**config.mk**
```make
export PLATFORM = sky130hd
export DESIGN_NAME = pwm_duty_decoder
export DESIGN_NICKNAME = d
export VERILOG_FILES = /design/src/rtl/pwm_duty_decoder_pkg.sv /design/src/rtl/pwm_duty_decoder_sync.sv /design/src/rtl/pwm_duty_decoder.sv
export SDC_FILE = /design/constraint.sdc
export NUM_CORES = 1
export LEC_CHECK = 0
export CAP_MARGIN = 0
export CORE_MARGIN = 5
export CORE_UTILIZATION = 34
export DETAILED_ROUTE_END_ITERATION = 10
export PLACE_DENSITY = 0.63
export SETUP_SLACK_MARGIN = 0.5
export SLEW_MARGIN = 20
export SYNTH_ARGS = -nofsm -noshare
export SYNTH_HDL_FRONTEND = slang
export SYNTH_SLANG_ARGS = --single-unit
```
**constraint.sdc**
```tcl
create_clock -name clk -period 3.8 [get_ports clk]
set_input_delay 0.38 -clock clk [delete_from_list [all_inputs] [get_ports clk]]
set_output_delay 0.38 -clock clk [all_outputs]
set_load 0.005 [all_outputs]
```
**src/rtl/pwm_duty_decoder_pkg.sv**
```systemverilog
// Shared definitions for the PWM receive path: FSM state encoding and the
// nominal-period helper that the generator side also uses for its resolution.
package pwm_duty_decoder_pkg;

  // Measurement FSM states, 2-bit encoding.
  typedef enum logic [1:0] {
    ST_IDLE = 2'd0,  // waiting for the first rising edge, nothing measured yet
    ST_HIGH = 2'd1,  // inside the high phase, counting high ticks
    ST_LOW  = 2'd2   // inside the low phase, waiting for the closing rise
  } state_t;

  // Nominal PWM period in ticks for a free-running 2**res_bits counter.
  function automatic int unsigned nominal_period(input int unsigned res_bits);
    return 32'd1 << res_bits;
  endfunction

endpackage

```
**src/rtl/pwm_duty_decoder_sync.sv**
```systemverilog
// Multi-flop synchronizer bringing the asynchronous PWM input into the clk
// domain. Runs every clk, independent of the tick enable.
module pwm_duty_decoder_sync #(
  parameter int STAGES = 2
) (
  input  logic clk,
  input  logic rst,
  input  logic d,
  output logic q
);

  logic [STAGES-1:0] chain;

  // Shift the raw input through the flop chain; all stages clear on reset.
  // NOTE: sequential state is always written with <= so every flop samples
  // the pre-edge value of its neighbour; = here would collapse the chain.
  always_ff @(posedge clk or posedge rst) begin
    if (rst) begin
      chain <= '0;
    end else begin
      chain <= {chain[STAGES-2:0], d};
    end
  end

  assign q = chain[STAGES-1];

endmodule

```
**src/rtl/pwm_duty_decoder.sv**
```systemverilog
// PWM duty decoder: recovers the compare value of a PWM waveform produced by a
// free-running 2**RESOLUTION_BITS counter. The input is synchronized, edges are
// detected on ena ticks, high time and period are measured in ticks, and the
// result is published with a one-clk valid pulse. Periods other than the
// nominal one raise period_err; a missing edge for TIMEOUT_TICKS reports a
// stuck 0% or 100% level.
module pwm_duty_decoder
  import pwm_duty_decoder_pkg::*;
#(
  parameter int RESOLUTION_BITS = 8,
  parameter int CNT_BITS        = RESOLUTION_BITS + 2,
  parameter int SYNC_STAGES     = 2,
  parameter int TIMEOUT_TICKS   = 2 ** (RESOLUTION_BITS + 1)
) (
  input  logic                       clk,
  input  logic                       rst,
  input  logic                       ena,
  input  logic                       pwm_in,
  output logic [RESOLUTION_BITS-1:0] duty,
  output logic [CNT_BITS-1:0]        period,
  output logic                       valid,
  output logic                       period_err,
  output logic                       stuck_lo,
  output logic                       stuck_hi
);

  // Counter constants sized to the run counter so comparisons are width-exact.
  localparam logic [CNT_BITS-1:0] NOMINAL_PERIOD =
    CNT_BITS'(nominal_period(RESOLUTION_BITS));
  localparam logic [CNT_BITS-1:0] TIMEOUT_LAST = CNT_BITS'(TIMEOUT_TICKS - 1);
  localparam logic [CNT_BITS-1:0] CNT_MAX      = '1;

  // Synchronized level and its value at the previous ena tick.
  logic s;
  logic p;

  // Edge and timeout qualifiers for the current tick.
  logic rise;
  logic fall;
  logic timeout_hit;

  // Ticks since the last rising edge, saturating.
  logic [CNT_BITS-1:0] run_cnt;

  // High time latched at the falling edge; only the duty-width bits matter,
  // an over-long high phase is flagged through period_err instead.
  logic [RESOLUTION_BITS-1:0] high_lat;

  state_t state;

  pwm_duty_decoder_sync #(
    .STAGES (SYNC_STAGES)
  ) u_sync (
    .clk (clk),
    .rst (rst),
    .d   (pwm_in),
    .q   (s)
  );

  // Edge detect against the level seen at the previous tick, plus the
  // timeout condition; a timeout is only declared on a tick with no edge.
  // NOTE: every signal assigned here gets a value on every path, so no latch
  // is inferred for the combinational qualifiers.
  always_comb begin
    rise        = s & ~p;
    fall        = ~s & p;
    timeout_hit = (run_cnt == TIMEOUT_LAST) && !(rise || fall);
  end

  // Remember the synchronized level at each tick for edge detection.
  always_ff @(posedge clk or posedge rst) begin
    if (rst) begin
      p <= 1'b0;
    end else if (ena) begin
      p <= s;
    end
  end

  // Run counter: restarts at 1 on the rise tick so that the pre-update value
  // at the following fall (or rise) equals the high time (or period) in ticks.
  always_ff @(posedge clk or posedge rst) begin
    if (rst) begin
      run_cnt <= '0;
    end else if (ena) begin
      if (rise) begin
        run_cnt <= CNT_BITS'(1);
      end else if (run_cnt != CNT_MAX) begin
        run_cnt <= run_cnt + CNT_BITS'(1);
      end
    end
  end

  // Measurement FSM with registered outputs. Timeout takes priority in every
  // state; otherwise IDLE waits for a rise, HIGH latches the high time at the
  // fall, and LOW publishes a full measurement at the closing rise.
  always_ff @(posedge clk or posedge rst) begin
    if (rst) begin
      state      <= ST_IDLE;
      high_lat   <= '0;
      duty       <= '0;
      period     <= '0;
      valid      <= 1'b0;
      period_err <= 1'b0;
      stuck_lo   <= 1'b0;
      stuck_hi   <= 1'b0;
    end else begin
      valid <= 1'b0;
      if (ena) begin
        if (timeout_hit) begin
          // No edge for the whole timeout window: report the held level as a
          // 0% or 100% duty; period and period_err keep their last values.
          state    <= ST_IDLE;
          valid    <= 1'b1;
          stuck_lo <= ~s;
          stuck_hi <= s;
          duty     <= s ? '1 : '0;
        end else begin
          case (state)
            ST_IDLE: begin
              // The first rise only opens a measurement window.
              if (rise) begin
                state <= ST_HIGH;
              end
            end
            ST_HIGH: begin
              if (fall) begin
                high_lat <= run_cnt[RESOLUTION_BITS-1:0];
                state    <= ST_LOW;
              end
            end
            ST_LOW: begin
              if (rise) begin
                period     <= run_cnt;
                duty       <= high_lat;
                period_err <= (run_cnt != NOMINAL_PERIOD);
                stuck_lo   <= 1'b0;
                stuck_hi   <= 1'b0;
                valid      <= 1'b1;
                state      <= ST_HIGH;
              end
            end
            default: begin
              state <= ST_IDLE;
            end
          endcase
        end
      end
    end
  end

endmodule

```
==> impl_metrics.csv <==
group,metric,value,unit
status,status,"completed",
layout,final_nets,196,
cts,clk_pin_slew_worst_paths,0.08,ns
logic_synthesis,async_reset_ff_share,100,%
routing,wl_per_cell,15.1,um
worst_setup_path,crit_path_start,"ena",
logic_synthesis,synth_seq_cells,45,
global_route,grt.total_usage,11.7,%
floorplanning,ios,26,
worst_setup_path,cp_max_fo,18,
floorplanning,dieArea,7700,um2
cts,tritoncts,"done",
worst_setup_path,reg2reg_from,"p$_DFFE_PP0P_",
cts,clock_path_buffers,2,
routing,final_antenna_net_count,0,
floorplanning,row_count,28,
sta,slew_headroom,63.6,%
routing,drt-total-wl,3990,um
layout,n_antenna_cell,0,
power_and_ir_drop,power_density,572,nW/um2
place,port_buffers,25,
logic_synthesis,yosys.cell_types.count,41,
global_route,busiest_layer,"met2",
worst_setup_path,worstSetupPathType,"in -> reg",
floorplanning,core-area,5890,um2
sta,setup_violations,0,
layout,filler_cell_count,547,
worst_setup_path,cp.required,3.98,ns
layout,area_growth,19.3,%
layout,final_cell_mix,"dfrtp_1 (45), clkdlybuf4s50_1 (25), mux2_2 (14)",
cts,hold_buffers,0,
cts,cts_made_buffers,5,
sta,period_share,56.4,%
logic_synthesis,synth_nets,171,
min_path,hp-start,"u_sync.chain[0]$_DFF_PP0_",
routing,dr.pass1.iters,4,
logic_synthesis,syn_avg_cell_area,12.6,um2
layout,final_layout_size_suffix_gt1_share,16.9,%
place,place_area,2360,um2
logic_synthesis,synth-main-ff-cell,"dfrtp_1",
place,dp_hpwl,2800,um
logic_synthesis,synth.cell_area,2050,um2
power_and_ir_drop,ir_worst_vdd,0.229,mV
routing,drc,0,
routing,vias,1322,
cts,cts_num_sinks,45,
run,drv_cap,0,
global_route,antenna_found_initial,0,
sta,rsz0062_at_grt,"false",
global_route,grt.met1_usage,16.0,%
floorplanning,start_util,34.9,%
cts,post_cts_buffers,0,
worst_setup_path,cp.arrival,2.32,ns
routing,drt-initial-drc-count,81,
logic_synthesis,synth_warnings,0,
cts,cts_max_level,2,
sta,worst_pin_slew,0.545,ns
power_and_ir_drop,cellLeakagePower,1.13,nW
cts,cts_resized,0,
worst_setup_path,cp-start-kind,"input pin",
sta,maxSlewViolCount,0,
layout,layout_commonest_cell,"dfrtp_1",
worst_setup_path,endpoint_kind,"register",
logic_synthesis,synth_edf_count,0,
place,dpl.cell_count,256,
global_route,gr-usage-met2,18.2,%
global_route,grt_pass1_wl,6950,um
floorplanning,die_w,87.7,um
sta,fin_worst_skew,0.00676,ns
cts,root_buffer,"clkbuf_8",
sta,fmax,0.466,GHz
global_route,gr-total-overflow,0,
min_path,hp-class,"reg -> reg",
sta,hold_viol,0,
sta,holdWs,0.353,ns
logic_synthesis,synth_seq_area_share,54.8,%
place,place_congestion,0.939,
global_route,grt_max_degree,46,
global_route,grt_util_met3,3.10,%
cts,insertion_delay,0.29,ns
logic_synthesis,postSynthCellCount,163,
floorplanning,die_h,87.7,um
global_route,first_global_vias,1363,
layout,design_area,2450,um2
sta,tns,0,ns
sta,fin_crit,2.14,ns
layout,final_cells,264,
routing,routed_via_density,5.01,
## final cells by class
class                   instances  area, um2  share of cell area [%]
clock inverters                 3       22.5                   0.919
inverters                       8       30.0                    1.23
flip-flops and latches         45       1130                    45.9
clock buffers                   5       68.8                    2.81
multi-input cells             102        852                    34.8
well taps                      75       93.8                    3.83
repair buffers                 26        258                    10.5
## final timing paths
path | endpoint | slack [ns] | depth (start not counted)
worst min register to register | u_sync.chain[1]$_DFF_PP0_ | 0.35 | 0
max in group asynchronous | p$_DFFE_PP0P_ | 2.90 | 3
worst max register to register | period[9]$_DFFE_PP0P_ | 1.74 | 5
min in group asynchronous | period[7]$_DFFE_PP0P_ | 0.53 | 3
worst min-delay path | u_sync.chain[1]$_DFF_PP0_ | 0.35 | 0
worst max-delay path | period[9]$_DFFE_PP0P_ | 1.66 | 4
## through the flow
stage	utilization, %	worst slack, ns	power (mW)
6_report	41.6	1.66	1.40
5_1_grt	41.6	1.47	1.50
4_1_cts	41.6	1.66	1.42
3_5_place_dp	40.1	1.35	1.13
3_3_place_gp	40.1	1.42	1.12
2_1_floorplan	-	1.95	0.904
## cell usage after synthesis, types with 2 or more instances
library cell	instances	share of area [%]
mux2_2	14	7.7
a21o_1	2	0.73
a21oi_1	2	0.49
nand2_1	8	1.5
mux2i_1	2	0.97
o21ai_0	5	1.2
clkbuf_1	3	0.55
nand4_1	4	1.2
mux2_4	2	1.5
nand3_1	2	0.49
mux2_1	3	1.6
inv_1	8	1.5
o221a_1	8	4.4
nand2b_1	3	0.91
nor2_1	7	1.3
o21a_1	3	1.1
dfrtp_1	45	55
a31oi_1	5	1.5
ha_1	4	2.4
and2_1	4	1.2
and4_1	3	1.3
buf_2	4	0.97
nor3_1	3	0.73
nor3_4	2	1.6
## kinds of logic (layout without fill, tap and decap cells)
group	after synthesis	count (layout)	share of synthesized area [%]
and+or+nand+nor	46	46	15.5
muxes	21	21	11.8
xor gates and xnor gates	1	1	0.426
buffers and inverters	16	42	3.71
adders and majority gates	4	4	2.44
AOI/OAI and AO/OA	30	30	11.3
DFF	45	45	54.8
## sequential cells by signal (all words and copies together), names as in the netlist
name and count:
u_sync.chain 2, valid 1, period 10, state 2, stuck_hi 1, high_lat 8, stuck_lo 1, p 1
duty 8, run_cnt 10, period_err 1
## per-layer routing
| layer | wire (um) | up-vias |
|---|---|---|
| met1 | 1930 | 630 |
| met5 | 0 | - |
| met4 | 48 | 0 |
| met3 | 185 | 7 |
| li1 | - | 657 |
| met2 | 1830 | 28 |
## critical path, stage by stage
cell	delay [ns]
clkdlybuf4s50_1	0.81
nand2_1	0.24
nor4b_2	0.49
mux2_2	0.40
## report_power, final
group | internal, mW | switching, mW | leakage [nW] | total [mW]
clock network | 0.130 | 0.164 | 0.0481 | 0.294
registers | 0.608 | 0.124 | 0.587 | 0.732
logic | 0.250 | 0.126 | 0.493 | 0.376
(Power assumes the default switching activity.)
